File: src/rtl/logic_gate_pipe.sv
// ---------------------------------------------------------------------------
// logic_gate_pipe
//
// WIDTH-bit bitwise logic unit with a run-time selectable operation, wrapped
// in a STAGES-deep valid/ready pipeline with full backpressure and a count of
// completed output transfers.
//
// Handshake: a beat moves across an interface on a rising edge where both
// valid and ready are high. A producer holding valid may not assume the beat
// moved until it sees ready high at that edge. Ready never depends on valid,
// so there are no combinational valid->ready loops.
//
// Parameters
//   WIDTH   operand / result width in bits (>= 1)
//   STAGES  number of pipeline register stages = latency in cycles (>= 1)
//   CNT_W   width of the completed-transfer counter
//
// Ports
//   clk        in   1      rising-edge clock
//   rst_n      in   1      asynchronous active-low reset
//   in_valid   in   1      operands / opcode valid
//   in_ready   out  1      unit can accept a beat this cycle
//   in_a       in   WIDTH  operand A
//   in_b       in   WIDTH  operand B
//   in_op      in   3      opcode:
//                            000 A&B   001 A|B   010 A^B    011 ~(A&B)
//                            100 ~(A|B) 101 ~(A^B) 110 A     111 ~A
//   out_valid  out  1      result valid
//   out_ready  in   1      downstream accepts
//   out_data   out  WIDTH  result
//   xfer_cnt   out  CNT_W  completed output transfers, wraps modulo 2^CNT_W
//
// Optional build macro LOGIC_GATE_PIPE_REDUCE_EN
//   When defined, three more outputs carry the AND / OR / XOR reduction of
//   the result. They are computed before stage 1 and travel through the pipe
//   alongside out_data, so they always line up with the result they describe.
//     out_red_and  out  1
//     out_red_or   out  1
//     out_red_xor  out  1
//   When undefined, those ports and their pipeline bits do not exist.
// ---------------------------------------------------------------------------
module logic_gate_pipe #(
   parameter int WIDTH  = 8,
   parameter int STAGES = 2,
   parameter int CNT_W  = 16
) (
   input  logic             clk,
   input  logic             rst_n,
   input  logic             in_valid,
   output logic             in_ready,
   input  logic [WIDTH-1:0] in_a,
   input  logic [WIDTH-1:0] in_b,
   input  logic [2:0]       in_op,
   output logic             out_valid,
   input  logic             out_ready,
   output logic [WIDTH-1:0] out_data,
   output logic [CNT_W-1:0] xfer_cnt
`ifdef LOGIC_GATE_PIPE_REDUCE_EN
   ,
   output logic             out_red_and,
   output logic             out_red_or,
   output logic             out_red_xor
`endif
);

   typedef enum logic [2:0] {
      OP_AND  = 3'b000,
      OP_OR   = 3'b001,
      OP_XOR  = 3'b010,
      OP_NAND = 3'b011,
      OP_NOR  = 3'b100,
      OP_XNOR = 3'b101,
      OP_PASS = 3'b110,
      OP_NOT  = 3'b111
   } op_e;

   // Payload carried by each stage: the result, plus the reduction bits
   // when that option is built in. Layout: [WIDTH]=and, [WIDTH+1]=or,
   // [WIDTH+2]=xor above the result bits.
`ifdef LOGIC_GATE_PIPE_REDUCE_EN
   localparam int PW = WIDTH + 3;
`else
   localparam int PW = WIDTH;
`endif

   logic [WIDTH-1:0] op_result;
   logic [PW-1:0]    in_payload;

   logic [STAGES-1:0] v_q;
   logic [STAGES-1:0] load;
   logic [PW-1:0]     stage_q [STAGES];

   // ------------------------------------------------------------------------
   // Operation decode, evaluated on the incoming operands.
   // ------------------------------------------------------------------------
   always_comb begin
      op_result = '0;
      case (op_e'(in_op))
         OP_AND:  op_result = in_a & in_b;
         OP_OR:   op_result = in_a | in_b;
         OP_XOR:  op_result = in_a ^ in_b;
         OP_NAND: op_result = ~(in_a & in_b);
         OP_NOR:  op_result = ~(in_a | in_b);
         OP_XNOR: op_result = ~(in_a ^ in_b);
         OP_PASS: op_result = in_a;
         OP_NOT:  op_result = ~in_a;
         default: op_result = '0;
      endcase
   end

`ifdef LOGIC_GATE_PIPE_REDUCE_EN
   assign in_payload = {^op_result, |op_result, &op_result, op_result};
`else
   assign in_payload = op_result;
`endif

   // ------------------------------------------------------------------------
   // Stage load enables.
   // Stage i may load when it is empty or when the stage after it loads; the
   // last stage loads when it is empty or the output is being taken. Unrolled,
   // that is: stage i is blocked only if it and every stage downstream of it
   // are full and the output is stalled. Writing it in that closed form keeps
   // each enable a function of the valid bits alone (no chained comb logic).
   // Empty stages always load, so bubbles collapse toward the output.
   // ------------------------------------------------------------------------
   for (genvar g = 0; g < STAGES; g++) begin : g_load
      assign load[g] = ~(&v_q[STAGES-1:g]) | out_ready;
   end

   assign in_ready = load[0];

   // ------------------------------------------------------------------------
   // Pipeline registers.
   // Valid bits shift on load. Data only changes when a valid beat moves in,
   // so a stage that takes a bubble keeps its old contents and out_data stays
   // put while stalled.
   // ------------------------------------------------------------------------
   always_ff @(posedge clk or negedge rst_n) begin
      if (!rst_n) begin
         v_q <= '0;
         for (int i = 0; i < STAGES; i++) begin
            stage_q[i] <= '0;
         end
      end else begin
         if (load[0]) begin
            v_q[0] <= in_valid;
            if (in_valid) begin
               stage_q[0] <= in_payload;
            end
         end
         for (int i = 1; i < STAGES; i++) begin
            if (load[i]) begin
               v_q[i] <= v_q[i-1];
               if (v_q[i-1]) begin
                  stage_q[i] <= stage_q[i-1];
               end
            end
         end
      end
   end

   assign out_valid = v_q[STAGES-1];
   assign out_data  = stage_q[STAGES-1][WIDTH-1:0];

`ifdef LOGIC_GATE_PIPE_REDUCE_EN
   assign out_red_and = stage_q[STAGES-1][WIDTH];
   assign out_red_or  = stage_q[STAGES-1][WIDTH+1];
   assign out_red_xor = stage_q[STAGES-1][WIDTH+2];
`endif

   // ------------------------------------------------------------------------
   // Completed-transfer counter; wraps naturally at 2^CNT_W.
   // ------------------------------------------------------------------------
   always_ff @(posedge clk or negedge rst_n) begin
      if (!rst_n) begin
         xfer_cnt <= '0;
      end else if (out_valid && out_ready) begin
         xfer_cnt <= xfer_cnt + CNT_W'(1);
      end
   end

endmodule

File: config.mk
export PLATFORM = sky130hd
export DESIGN_NAME = logic_gate_pipe
export DESIGN_NICKNAME = d
export VERILOG_FILES = /design/src/rtl/logic_gate_pipe.sv
export SDC_FILE = /design/constraint.sdc
export NUM_CORES = 1
export LEC_CHECK = 0
export ABC_AREA = 1
export BUFFER_PORTS_ARGS = -buffer_cell sky130_fd_sc_hd__buf_2
export CORE_UTILIZATION = 50
export CTS_CLUSTER_DIAMETER = 50
export DETAILED_ROUTE_END_ITERATION = 8
export HOLD_SLACK_MARGIN = 0.1
export PLACE_DENSITY_LB_ADDON = 0.08
export SLEW_MARGIN = 10
export SYNTH_ARGS = -nofsm -noshare
export SYNTH_HDL_FRONTEND = slang
export SYNTH_SLANG_ARGS = --single-unit
export TNS_END_PERCENT = 30
File: constraint.sdc
create_clock -name clk -period 1.3 [get_ports clk]
set_input_delay 0.13 -clock clk [delete_from_list [all_inputs] [get_ports clk]]
set_output_delay 0.13 -clock clk [all_outputs]
set_load 0.02 [all_outputs]
Yosys cells after proc, flatten, opt, wreduce, memory -nomap -nowiden
Index checks and enable logic that the tools add are counted.

Input bits: 23. Logic and storage cells: 30. Register bits: 34. Output and inout bits: 26.

Reductions and logical operators: 5. Mux-type cells: 1. Bitwise logic cells: 11. Add/subtract/negate cells: 1. Eq/ne operators: 7.

Operators with widths (number): $pmux W8 S8 (1); $not A8 Y8 (4); $add A16 B1 Y16 const B (1); $eq A3 B3 Y1 const B (4); $and A8 B8 Y8 (1); $or A8 B8 Y8 (1); $xor A8 B8 Y8 (1); $eq A3 B2 Y1 const B (2); $reduce_and A2 Y1 (3); $eq A3 B1 Y1 const B (1); $logic_not A3 Y1 (1); $not A1 Y1 (2); $or A1 B1 Y1 (2); $logic_and A1 B1 Y1 (1).

Depth between registers and ports, before layout
Gate-level depths: netlist of run 1.

Depth after elaboration: 4. Gate-level depth with buffers: 9. Gate-level depth less buffers: 9.

Least setup slack after synthesis of run 1
OpenSTA, ideal clock, no wires.

Path type: register to register. From: register v_q[1]. To: register stage_q[13] (netlist bit). Clock period less this slack: 1.441 ns. Data arrival time: 1.324 ns. Path slack: -0.141 ns. Required time: 1.183 ns. Setup time: 0.117 ns. Path buffers: 1. Cell stages (with the launch flop): 7. Cells stage by stage: dfrtp_1 -> nand3_1 -> nand2_2 -> buf_2 -> a21oi_1 -> nand2_1 -> nand2_1.

Word-level cells in the longest chain between the ends: 4.

RTL lines: start, declared (RTL line 89) `logic [STAGES-1:0] v_q;`; start signal, assigned by index (RTL line 153) `v_q[i] <= v_q[i-1];`; $reduce_and A2 Y1 (RTL line 127) `assign load[g] = ~(&v_q[STAGES-1:g]) | out_ready;`; $not A1 Y1 (RTL line 127); $or A1 B1 Y1 (RTL line 127); via in_ready (RTL line 50) `output logic in_ready,`; $reduce_and A2 Y1 (no line); end signal, assigned by index (RTL line 155) `stage_q[i] <= stage_q[i-1];`; end, declared (RTL line 91) `logic [PW-1:0] stage_q [STAGES];`.

The timed path passes the listed nets, and every way through them passes these cells. A chain may end at the register's enable or synchronous reset.

Worst setup path in the final report of run 1
From: register xfer_cnt[1]. To: register xfer_cnt[12].

Word-level cells in the longest chain between the ends: 1.

RTL lines: start, declared (RTL line 57) `output logic [CNT_W-1:0] xfer_cnt`; start signal, assigned (RTL line 178) `xfer_cnt <= xfer_cnt + CNT_W'(1);`; $add A16 B1 Y16 (RTL line 178).

No other way between the ends.

==> impl_metrics.prom, run 1 <==
# TYPE chip_impl_metric gauge
chip_impl_metric{name="intPower",unit="mW"} 2.31
chip_impl_metric{name="power_density",unit="nW/um^2"} 1230
chip_impl_metric{name="finish_stage_setup_viols",unit=""} 0
chip_impl_metric{name="dp_hpwl",unit="mm"} 4.07
chip_impl_info{name="crit_path_start_kind",value="register"} 1
chip_impl_metric{name="vias_per_cell",unit=""} 4.89
chip_impl_metric{name="fp.dieArea",unit="sq um"} 5320
chip_impl_info{name="cts_tree",value="yes"} 1
chip_impl_info{name="critical_path_most_common_cell",value="sky130_fd_sc_hd__nor2_4"} 1
chip_impl_info{name="cp_top_family",value="simple AND/OR/NAND/NOR gates"} 1
chip_impl_metric{name="critical_path.n_buffers_inverters",unit=""} 1
chip_impl_metric{name="fin_worst_skew",unit="ps"} 7.61
chip_impl_metric{name="largest_net_degree_at_the_start_of_global_routing",unit=""} 25
chip_impl_metric{name="critical_path_arrival",unit="ps"} 1460
chip_impl_metric{name="netSwitchingFraction",unit="%"} 38.3
chip_impl_metric{name="layout-drive-gt1-share",unit="%"} 25.7
chip_impl_metric{name="max_freq",unit="MHz"} 787
chip_impl_info{name="outcome",value="completed"} 1
chip_impl_metric{name="finalWorstPathRequiredPeriod",unit="ps"} 1270
chip_impl_metric{name="setup_slack",unit="ps"} 29.4
chip_impl_metric{name="dr_total_vias",unit=""} 2328
chip_impl_metric{name="period_share",unit="%"} 97.7
chip_impl_metric{name="net-switching-power",unit="mW"} 1.44
chip_impl_metric{name="mappedNetlistArea",unit="sq um"} 2510
chip_impl_metric{name="grt_use_total",unit="%"} 22.5
chip_impl_metric{name="yosys_warnings",unit=""} 0
chip_impl_metric{name="netlist_instances",unit=""} 350
chip_impl_metric{name="clk-insertion-delay-late",unit="ps"} 290
chip_impl_metric{name="initial_core_utilization",unit="%"} 52.5
chip_impl_info{name="ctsRootBufferMaster",value="sky130_fd_sc_hd__clkbuf_8"} 1
chip_impl_metric{name="clk_transition_reported_paths",unit="ps"} 70
chip_impl_info{name="synth_area_leaders",value="sky130_fd_sc_hd__dfrtp_1 (34%), sky130_fd_sc_hd__nand2_1 (15%), sky130_fd_sc_hd__inv_1 (8.5%)"} 1
chip_impl_metric{name="worst_ir_drop_vdd",unit="V"} 0.000680
chip_impl_metric{name="worstPathMaxFanout",unit=""} 4
chip_impl_metric{name="drtAntennaViolNets",unit=""} 0
chip_impl_metric{name="power.combinational.fraction",unit="%"} 37.3
chip_impl_metric{name="maxCapViolations",unit=""} 0
chip_impl_metric{name="power.static_leakage",unit="nW"} 1.75
chip_impl_metric{name="initialDrtViolationCount",unit=""} 92
chip_impl_metric{name="synth-seq-cells",unit=""} 34
chip_impl_info{name="mostFrequentLayoutCell",value="sky130_fd_sc_hd__nand2_1"} 1
chip_impl_info{name="critical-path-slowest-cell",value="sky130_fd_sc_hd__dfrtp_2"} 1
chip_impl_metric{name="post_synthesis_average_cell_area",unit="sq um"} 7.18
chip_impl_metric{name="dpl_cell_area",unit="sq um"} 2870
chip_impl_metric{name="globalRoute.totalOverflow",unit=""} 0
chip_impl_info{name="hold_path_class",value="input port to register"} 1
chip_impl_metric{name="pwr-share-seq",unit="%"} 40.5
chip_impl_metric{name="remaining_drc_errors",unit=""} 0
chip_impl_metric{name="cts_buffers",unit=""} 5
chip_impl_metric{name="floorplan.io_pins",unit=""} 49
chip_impl_metric{name="first_global_vias",unit=""} 2074
chip_impl_metric{name="synth_sequential_area_ratio",unit="%"} 33.8
chip_impl_metric{name="route.final.wire_length",unit="mm"} 5.62
chip_impl_metric{name="clockBufferDepth",unit=""} 2
chip_impl_metric{name="distinct_cells_synth",unit=""} 24
chip_impl_metric{name="routed_wire_length_per_instance",unit="um"} 11.8
chip_impl_metric{name="antenna_found_initial",unit=""} 0
chip_impl_metric{name="worst-slew-pin-transition",unit="ps"} 635
chip_impl_metric{name="worst-endpoint-required",unit="ps"} 1490
chip_impl_metric{name="grt_first_pass_wirelength",unit="mm"} 9.09
chip_impl_metric{name="final_number_of_hold_violating_endpoints",unit=""} 0
chip_impl_metric{name="post-place-ws",unit="ps"} -14.0
chip_impl_metric{name="dieHeight",unit="um"} 72.9
chip_impl_metric{name="core_region_area",unit="sq um"} 4790
chip_impl_metric{name="netlist.area_leader.share",unit="%"} 33.8
chip_impl_metric{name="final_area",unit="sq um"} 3060
chip_impl_metric{name="die_x",unit="um"} 72.9
chip_impl_metric{name="htree_levels",unit=""} 2
chip_impl_metric{name="io_buffer_count",unit=""} 48
chip_impl_info{name="unrepaired_setup_endpoints_after_global_routing",value="yes"} 1
chip_impl_metric{name="globalplace.congestion",unit=""} 0.825
chip_impl_metric{name="rows",unit=""} 25
chip_impl_metric{name="power.share.clock",unit="%"} 22.2
chip_impl_metric{name="clkSinkCount",unit=""} 34
chip_impl_metric{name="timing.max_slew.rel_slack",unit="%"} 57.6
chip_impl_metric{name="area_overhead_vs_synth",unit="%"} 21.7
chip_impl_info{name="worstSetupEndpointType",value="register"} 1
chip_impl_metric{name="antenna-diode-count",unit=""} 0
chip_impl_metric{name="final_net_count",unit=""} 448
chip_impl_metric{name="slowest_delay",unit="ps"} 420
chip_impl_info{name="critical_path.cell_chain",value="ha_4, nand2_2, nor2_4, nand2_4, nor2_4, nand3_1, nand2_1, inv_1"} 1
chip_impl_info{name="setup.worst_path.class",value="register to register"} 1
chip_impl_metric{name="syn_nets",unit=""} 390
chip_impl_info{name="most-common-layout-cells",value="sky130_fd_sc_hd__nand2_1 (101), sky130_fd_sc_hd__inv_1 (57), sky130_fd_sc_hd__buf_2 (48), sky130_fd_sc_hd__dfrtp_1 (31), sky130_fd_sc_hd__nor2_1 (29)"} 1
chip_impl_metric{name="drt_pass1_iterations",unit=""} 4
chip_impl_metric{name="final-max-slew-violation-count",unit=""} 0
chip_impl_info{name="yosys.area.top_type",value="sky130_fd_sc_hd__dfrtp_1"} 1
worst min-delay path, cell delays in order:
cell                      delay (ps)
sky130_fd_sc_hd__buf_2           110
sky130_fd_sc_hd__inv_1            60
sky130_fd_sc_hd__nand2_1          70
sky130_fd_sc_hd__nand2_1          50
timing repair:
action | 4_1_cts | 5_1_grt
resized for setup | 2 | 10
hold buffers | 1 | 0
hold endpoints to repair | 34 | 0
setup endpoints to repair | 3 | 8
cloned | 0 | 1
setup buffers | 2 | 0
pin swaps | 1 | 7
routing by layer:
layer	track usage (%)	vias up	part of all wire, %
li1	-	1200	-
met1	27.4	1054	45
met2	38.8	61	49
met3	4.56	13	3.6
met4	9.37	0	2.1
met5	0	-	0
power groups by stage:
stage / Sequential (mW) / Combinational, mW / Clock, mW
2_1_floorplan: 1.60 / 0.849 / 0
3_3_place_gp: 1.50 / 1.26 / 0
3_5_place_dp: 1.52 / 1.28 / 0
4_1_cts: 1.49 / 1.33 / 0.853
5_1_grt: 1.56 / 1.54 / 0.882
6_report: 1.52 / 1.40 / 0.832
cells in the mapped netlist, drive strengths merged:
library cell / instances
nand2: 105
a21oi: 8
inv: 59
xnor2: 5
o21ai: 8
nor3: 3
nor2: 37
clkbuf: 1
nand3b: 2
buf: 16
nand4: 19
dfrtp: 34
xor2: 3
nand3: 25
ha: 17
mux2: 8
flip-flops by register name, indices dropped and copies added (netlist names):
signal    flops
out_data      8
stage_q       8
xfer_cnt     16
v_q           2
path summary, 6_finish.rpt:
| path | startpoint | endpoint | slack, ps | cells after the start |
|---|---|---|---|---|
| hold / removal | out_ready | v_q[1] | 160 | 4 |
| min in group asynchronous | rst_n | xfer_cnt[2] | 280 | 2 |
| setup / recovery | xfer_cnt[1] | xfer_cnt[12] | 30 | 8 |
| setup reg to reg | xfer_cnt[1] | xfer_cnt[12] | 30 | 8 |
| max in group asynchronous | rst_n | v_q[1] | 580 | 3 |
| hold reg to reg | stage_q[14] | stage_q[14] | 480 | 2 |
final cells by class:
class	instances	area, sq um
Clock buffer	6	82.6
Multi-Input combinational cell	241	1390
Clock inverter	2	12.5
Inverter	59	221
Tap cell	67	83.8
Timing Repair Buffer	67	410
Fill cell	449	1730
Sequential cell	34	855
kinds of logic (layout without fill, tap and decap cells):
kind of cell,count (synthesis),count (layout),synth area share [%]
AOI/OAI and AO/OA,16,16,3.19
xor gates and xnor gates,8,8,2.79
adders and majority gates,17,17,8.46
buffers and inverters,76,134,13.8
DFF,34,34,33.8
muxes,8,8,3.58
and+or+nand+nor,191,192,34.3
per-stage QoR:
stage | instances | power (mW) | hold slack [ps] | TNS (ps) | util (%)
2_1_floorplan | 350 | 2.45 | -166 | 0 | -
3_3_place_gp | 464 | 2.76 | 52.8 | 0 | 60.0
3_5_place_dp | 464 | 2.80 | 54.5 | -19.7 | 60.0
4_1_cts | 475 | 3.68 | 126 | -9.37 | 62.7
5_1_grt | 476 | 3.98 | 172 | -277 | 63.9
6_report | 476 | 3.75 | 162 | 0 | 63.9
No activity file was read; power rests on OpenSTA's default activity.
==> run 2, diff against run 1 <==
--- a/config.mk
+++ b/config.mk
@@ -5,9 +5,8 @@
 export SDC_FILE = /design/constraint.sdc
 export NUM_CORES = 1
 export LEC_CHECK = 0
-export ABC_AREA = 1
 export BUFFER_PORTS_ARGS = -buffer_cell sky130_fd_sc_hd__buf_2
-export CORE_UTILIZATION = 50
+export CORE_UTILIZATION = 49
 export CTS_CLUSTER_DIAMETER = 50
 export DETAILED_ROUTE_END_ITERATION = 8
 export HOLD_SLACK_MARGIN = 0.1
==> run 2 against run 1 <==
The flow now finishes with violations (setup timing). Design area shrank 5.4%. Core utilization grew 2.1 points. Routed wire length shrank 23%. Clock power shrank 6.2%. Critical path depth shrank 3. Synthesized cell count shrank 33%.
==> impl_metrics.prom, run 2 <==
# TYPE chip_impl_metric gauge
chip_impl_info{name="critical_path.cell_chain",value="ha_4, nand3_4, nor3_4, nand4_1, xnor2_1"} 1
chip_impl_metric{name="netlist_instances",unit=""} 234
chip_impl_metric{name="htree_levels",unit=""} 2
chip_impl_metric{name="dp_hpwl",unit="mm"} 3.38
chip_impl_metric{name="first_global_vias",unit=""} 1758
chip_impl_metric{name="yosys_warnings",unit=""} 0
chip_impl_metric{name="rows",unit=""} 24
chip_impl_metric{name="floorplan.io_pins",unit=""} 49
chip_impl_info{name="unrepaired_setup_endpoints_after_global_routing",value="yes"} 1
chip_impl_metric{name="pwr-share-seq",unit="%"} 40.4
chip_impl_metric{name="dr_total_vias",unit=""} 1841
chip_impl_metric{name="globalplace.congestion",unit=""} 0.794
chip_impl_metric{name="route.final.wire_length",unit="mm"} 4.30
chip_impl_metric{name="postSynth.asyncResetShare",unit="%"} 100
chip_impl_metric{name="globalRoute.totalOverflow",unit=""} 0
chip_impl_metric{name="final_area",unit="sq um"} 2890
chip_impl_info{name="mostFrequentLayoutCell",value="sky130_fd_sc_hd__buf_2"} 1
chip_impl_metric{name="largest_register_ff_count",unit=""} 16
chip_impl_metric{name="slowest_delay",unit="ps"} 420
chip_impl_metric{name="antenna_found_initial",unit=""} 0
chip_impl_metric{name="clk_transition_reported_paths",unit="ps"} 70
chip_impl_info{name="dominant_cell_by_count_in_the_synthesized_netlist",value="sky130_fd_sc_hd__dfrtp_1"} 1
chip_impl_metric{name="worst-endpoint-required",unit="ps"} 1470
chip_impl_metric{name="area_overhead_vs_synth",unit="%"} 28.8
chip_impl_metric{name="syn_nets",unit=""} 274
chip_impl_metric{name="power_density",unit="nW/um^2"} 1260
chip_impl_metric{name="io_buffer_count",unit=""} 48
chip_impl_metric{name="setup_slack",unit="ps"} -15.8
chip_impl_metric{name="largest_net_degree_at_the_start_of_global_routing",unit=""} 40
chip_impl_metric{name="synth-seq-cells",unit=""} 34
chip_impl_metric{name="post-route-util",unit="%"} 66.0
chip_impl_metric{name="clkSinkCount",unit=""} 34
chip_impl_metric{name="remaining_drc_errors",unit=""} 0
chip_impl_metric{name="maxCapViolations",unit=""} 0
chip_impl_metric{name="power.combinational.fraction",unit="%"} 38.2
chip_impl_metric{name="routed_wire_length_per_instance",unit="um"} 11.8
chip_impl_metric{name="post_synthesis_average_cell_area",unit="sq um"} 9.60
chip_impl_metric{name="worst_r2r_path_depth",unit=""} 5
chip_impl_info{name="setup.worst_path.class",value="register to register"} 1
chip_impl_metric{name="clk-insertion-delay-late",unit="ps"} 280
chip_impl_metric{name="clockBufferDepth",unit=""} 2
chip_impl_metric{name="antenna-diode-count",unit=""} 0
chip_impl_metric{name="cts_buffers",unit=""} 5
chip_impl_info{name="synth_area_leaders",value="sky130_fd_sc_hd__dfrtp_1 (38%), sky130_fd_sc_hd__ha_1 (9.5%), sky130_fd_sc_hd__xnor2_1 (5.1%)"} 1
chip_impl_metric{name="fp.dieArea",unit="sq um"} 4860
chip_impl_metric{name="worst-slew-pin-transition",unit="ps"} 343
chip_impl_metric{name="finish_stage_setup_viols",unit=""} 2
chip_impl_info{name="ctsRootBufferMaster",value="sky130_fd_sc_hd__clkbuf_8"} 1
chip_impl_info{name="worstSetupEndpointType",value="register"} 1
chip_impl_info{name="most-common-layout-cells",value="sky130_fd_sc_hd__buf_2 (47), sky130_fd_sc_hd__buf_4 (35), sky130_fd_sc_hd__dfrtp_1 (27), sky130_fd_sc_hd__nand2_1 (24), sky130_fd_sc_hd__inv_1 (20)"} 1
chip_impl_metric{name="initial_core_utilization",unit="%"} 51.2
chip_impl_info{name="postSynth.topFlopCell",value="sky130_fd_sc_hd__dfrtp_1"} 1
chip_impl_metric{name="max_freq",unit="MHz"} 760
chip_impl_metric{name="grt_first_pass_wirelength",unit="mm"} 7.74
chip_impl_metric{name="mappedNetlistArea",unit="sq um"} 2250
chip_impl_info{name="crit_path_start_kind",value="register"} 1
chip_impl_metric{name="final_net_count",unit=""} 350
chip_impl_metric{name="power.share.clock",unit="%"} 21.5
chip_impl_metric{name="distinct_cells_synth",unit=""} 39
chip_impl_info{name="critical-path-slowest-cell",value="sky130_fd_sc_hd__dfrtp_2"} 1
chip_impl_metric{name="layout-drive-gt1-share",unit="%"} 39.5
chip_impl_metric{name="netlist.area_leader.share",unit="%"} 37.9
chip_impl_metric{name="number_of_enable_type_register_cells_in_the_synthesized_netlist",unit=""} 0
chip_impl_metric{name="fin_worst_skew",unit="ps"} 6.21
chip_impl_metric{name="multi_input_area",unit="sq um"} 1240
chip_impl_metric{name="timing.max_slew.rel_slack",unit="%"} 77.1
chip_impl_metric{name="area.sequential",unit="sq um"} 860
chip_impl_metric{name="die_x",unit="um"} 69.7
chip_impl_info{name="yosys.area.top_type",value="sky130_fd_sc_hd__dfrtp_1"} 1
chip_impl_metric{name="dpl_cell_area",unit="sq um"} 2750
chip_impl_info{name="cts_tree",value="yes"} 1
chip_impl_metric{name="vias_per_cell",unit=""} 5.07
chip_impl_metric{name="critical_path_arrival",unit="ps"} 1490
chip_impl_metric{name="power.static_leakage",unit="nW"} 1.42
chip_impl_metric{name="net-switching-power",unit="mW"} 1.26
chip_impl_metric{name="drt_pass1_iterations",unit=""} 4
chip_impl_info{name="synth_top_cells_by_count",value="sky130_fd_sc_hd__dfrtp_1 (34), sky130_fd_sc_hd__nand2_1 (28), sky130_fd_sc_hd__inv_1 (20)"} 1
chip_impl_metric{name="worstPathMaxFanout",unit=""} 5
chip_impl_metric{name="period_share",unit="%"} 101
chip_impl_metric{name="synth_sequential_area_ratio",unit="%"} 37.9
chip_impl_metric{name="core_region_area",unit="sq um"} 4380
chip_impl_metric{name="hold_depth",unit=""} 3
chip_impl_metric{name="final-max-slew-violation-count",unit=""} 0
chip_impl_metric{name="finalWorstPathRequiredPeriod",unit="ps"} 1320
chip_impl_metric{name="worst_ir_drop_vdd",unit="V"} 0.000527
chip_impl_info{name="outcome",value="complete, but fails checks"} 1
chip_impl_metric{name="tns",unit="ps"} -29.2
chip_impl_metric{name="netSwitchingFraction",unit="%"} 34.6
chip_impl_metric{name="final_number_of_hold_violating_endpoints",unit=""} 0
chip_impl_metric{name="layout.filler_cells",unit=""} 381
chip_impl_metric{name="dieHeight",unit="um"} 69.7
chip_impl_metric{name="grt_use_total",unit="%"} 19.8
chip_impl_metric{name="initialDrtViolationCount",unit=""} 53
chip_impl_metric{name="drtAntennaViolNets",unit=""} 0
chip_impl_info{name="largest-register",value="xfer_cnt"} 1
chip_impl_info{name="hold_path_class",value="input port to register"} 1
chip_impl_metric{name="intPower",unit="mW"} 2.37
chip_impl_info{name="violations",value="setup timing"} 1
==> run 2: cell type report <==
class | instances | area share, %
Clock buffer | 8 | 3.11
Tap cell | 52 | 2.25
Inverter | 21 | 2.72
Sequential cell | 34 | 29.7
Timing Repair Buffer | 87 | 19.2
Multi-Input combinational cell | 161 | 42.9
==> run 2: stage by stage <==
stage / setup WS, ps / hold WS (ps) / std cells / total power, mW
after CTS: -36.3 / 213 / 362 / 3.63
after global placement: -109 / 48.8 / 352 / 2.80
after detailed placement: -129 / 51.1 / 352 / 2.84
final: -15.8 / 240 / 363 / 3.63
after floorplan: -45.1 / -166 / 234 / 2.37
after global routing: -107 / 271 / 363 / 3.86
==> run 2: timing repair <==
action,CTS,global route
pin swaps,1,3
cloned,0,0
hold endpoints to repair,35,0
hold buffers,2,0
resized for setup,0,9
setup endpoints to repair,5,21
setup buffers,0,1
==> run 2: path summary, 6_finish.rpt <==
| check | start | to | slack (ps) |
|---|---|---|---|
| setup / recovery | xfer_cnt[1] | xfer_cnt[8] | -20 |
| hold / removal | out_ready | v_q[1] | 240 |
| setup reg to reg | xfer_cnt[1] | xfer_cnt[8] | -20 |
| hold reg to reg | xfer_cnt[8] | xfer_cnt[8] | 460 |
| max in group asynchronous | rst_n | xfer_cnt[1] | 590 |
| min in group asynchronous | rst_n | xfer_cnt[10] | 280 |
==> run 2: worst max-delay path, delay by kind of cell, from the launching register on <==
family,cells,cell delay [ps]
XOR/XNOR,1,150
flip-flops,1,420
adder cells (fa/ha/maj),1,160
AND/OR/NAND/NOR,3,480
==> run 2: logic make-up after synthesis <==
group | Yosys count | synth area share (%)
muxes | 9 | 4.51
xor gates and xnor gates | 16 | 6.24
and+or+nand+nor | 91 | 21.6
DFF | 34 | 37.9
adders and majority gates | 17 | 9.47
AOI/OAI and AO/OA | 28 | 10.7
buffers and inverters | 39 | 9.58
==> run 2: power by group through the flow <==
stage	sequential (mW)	combinational, mW	clock [mW]
2_1_floorplan	1.61	0.760	0
3_3_place_gp	1.47	1.33	0
3_5_place_dp	1.48	1.36	0
4_1_cts	1.46	1.36	0.808
5_1_grt	1.50	1.52	0.838
6_report	1.47	1.39	0.780
==> run 2: per-layer routing <==
layer	share of wire [%]	global-route usage (%)
met5	0	0
met4	1.3	8.00
met3	5.0	3.20
met2	47	33.7
met1	46	25.2
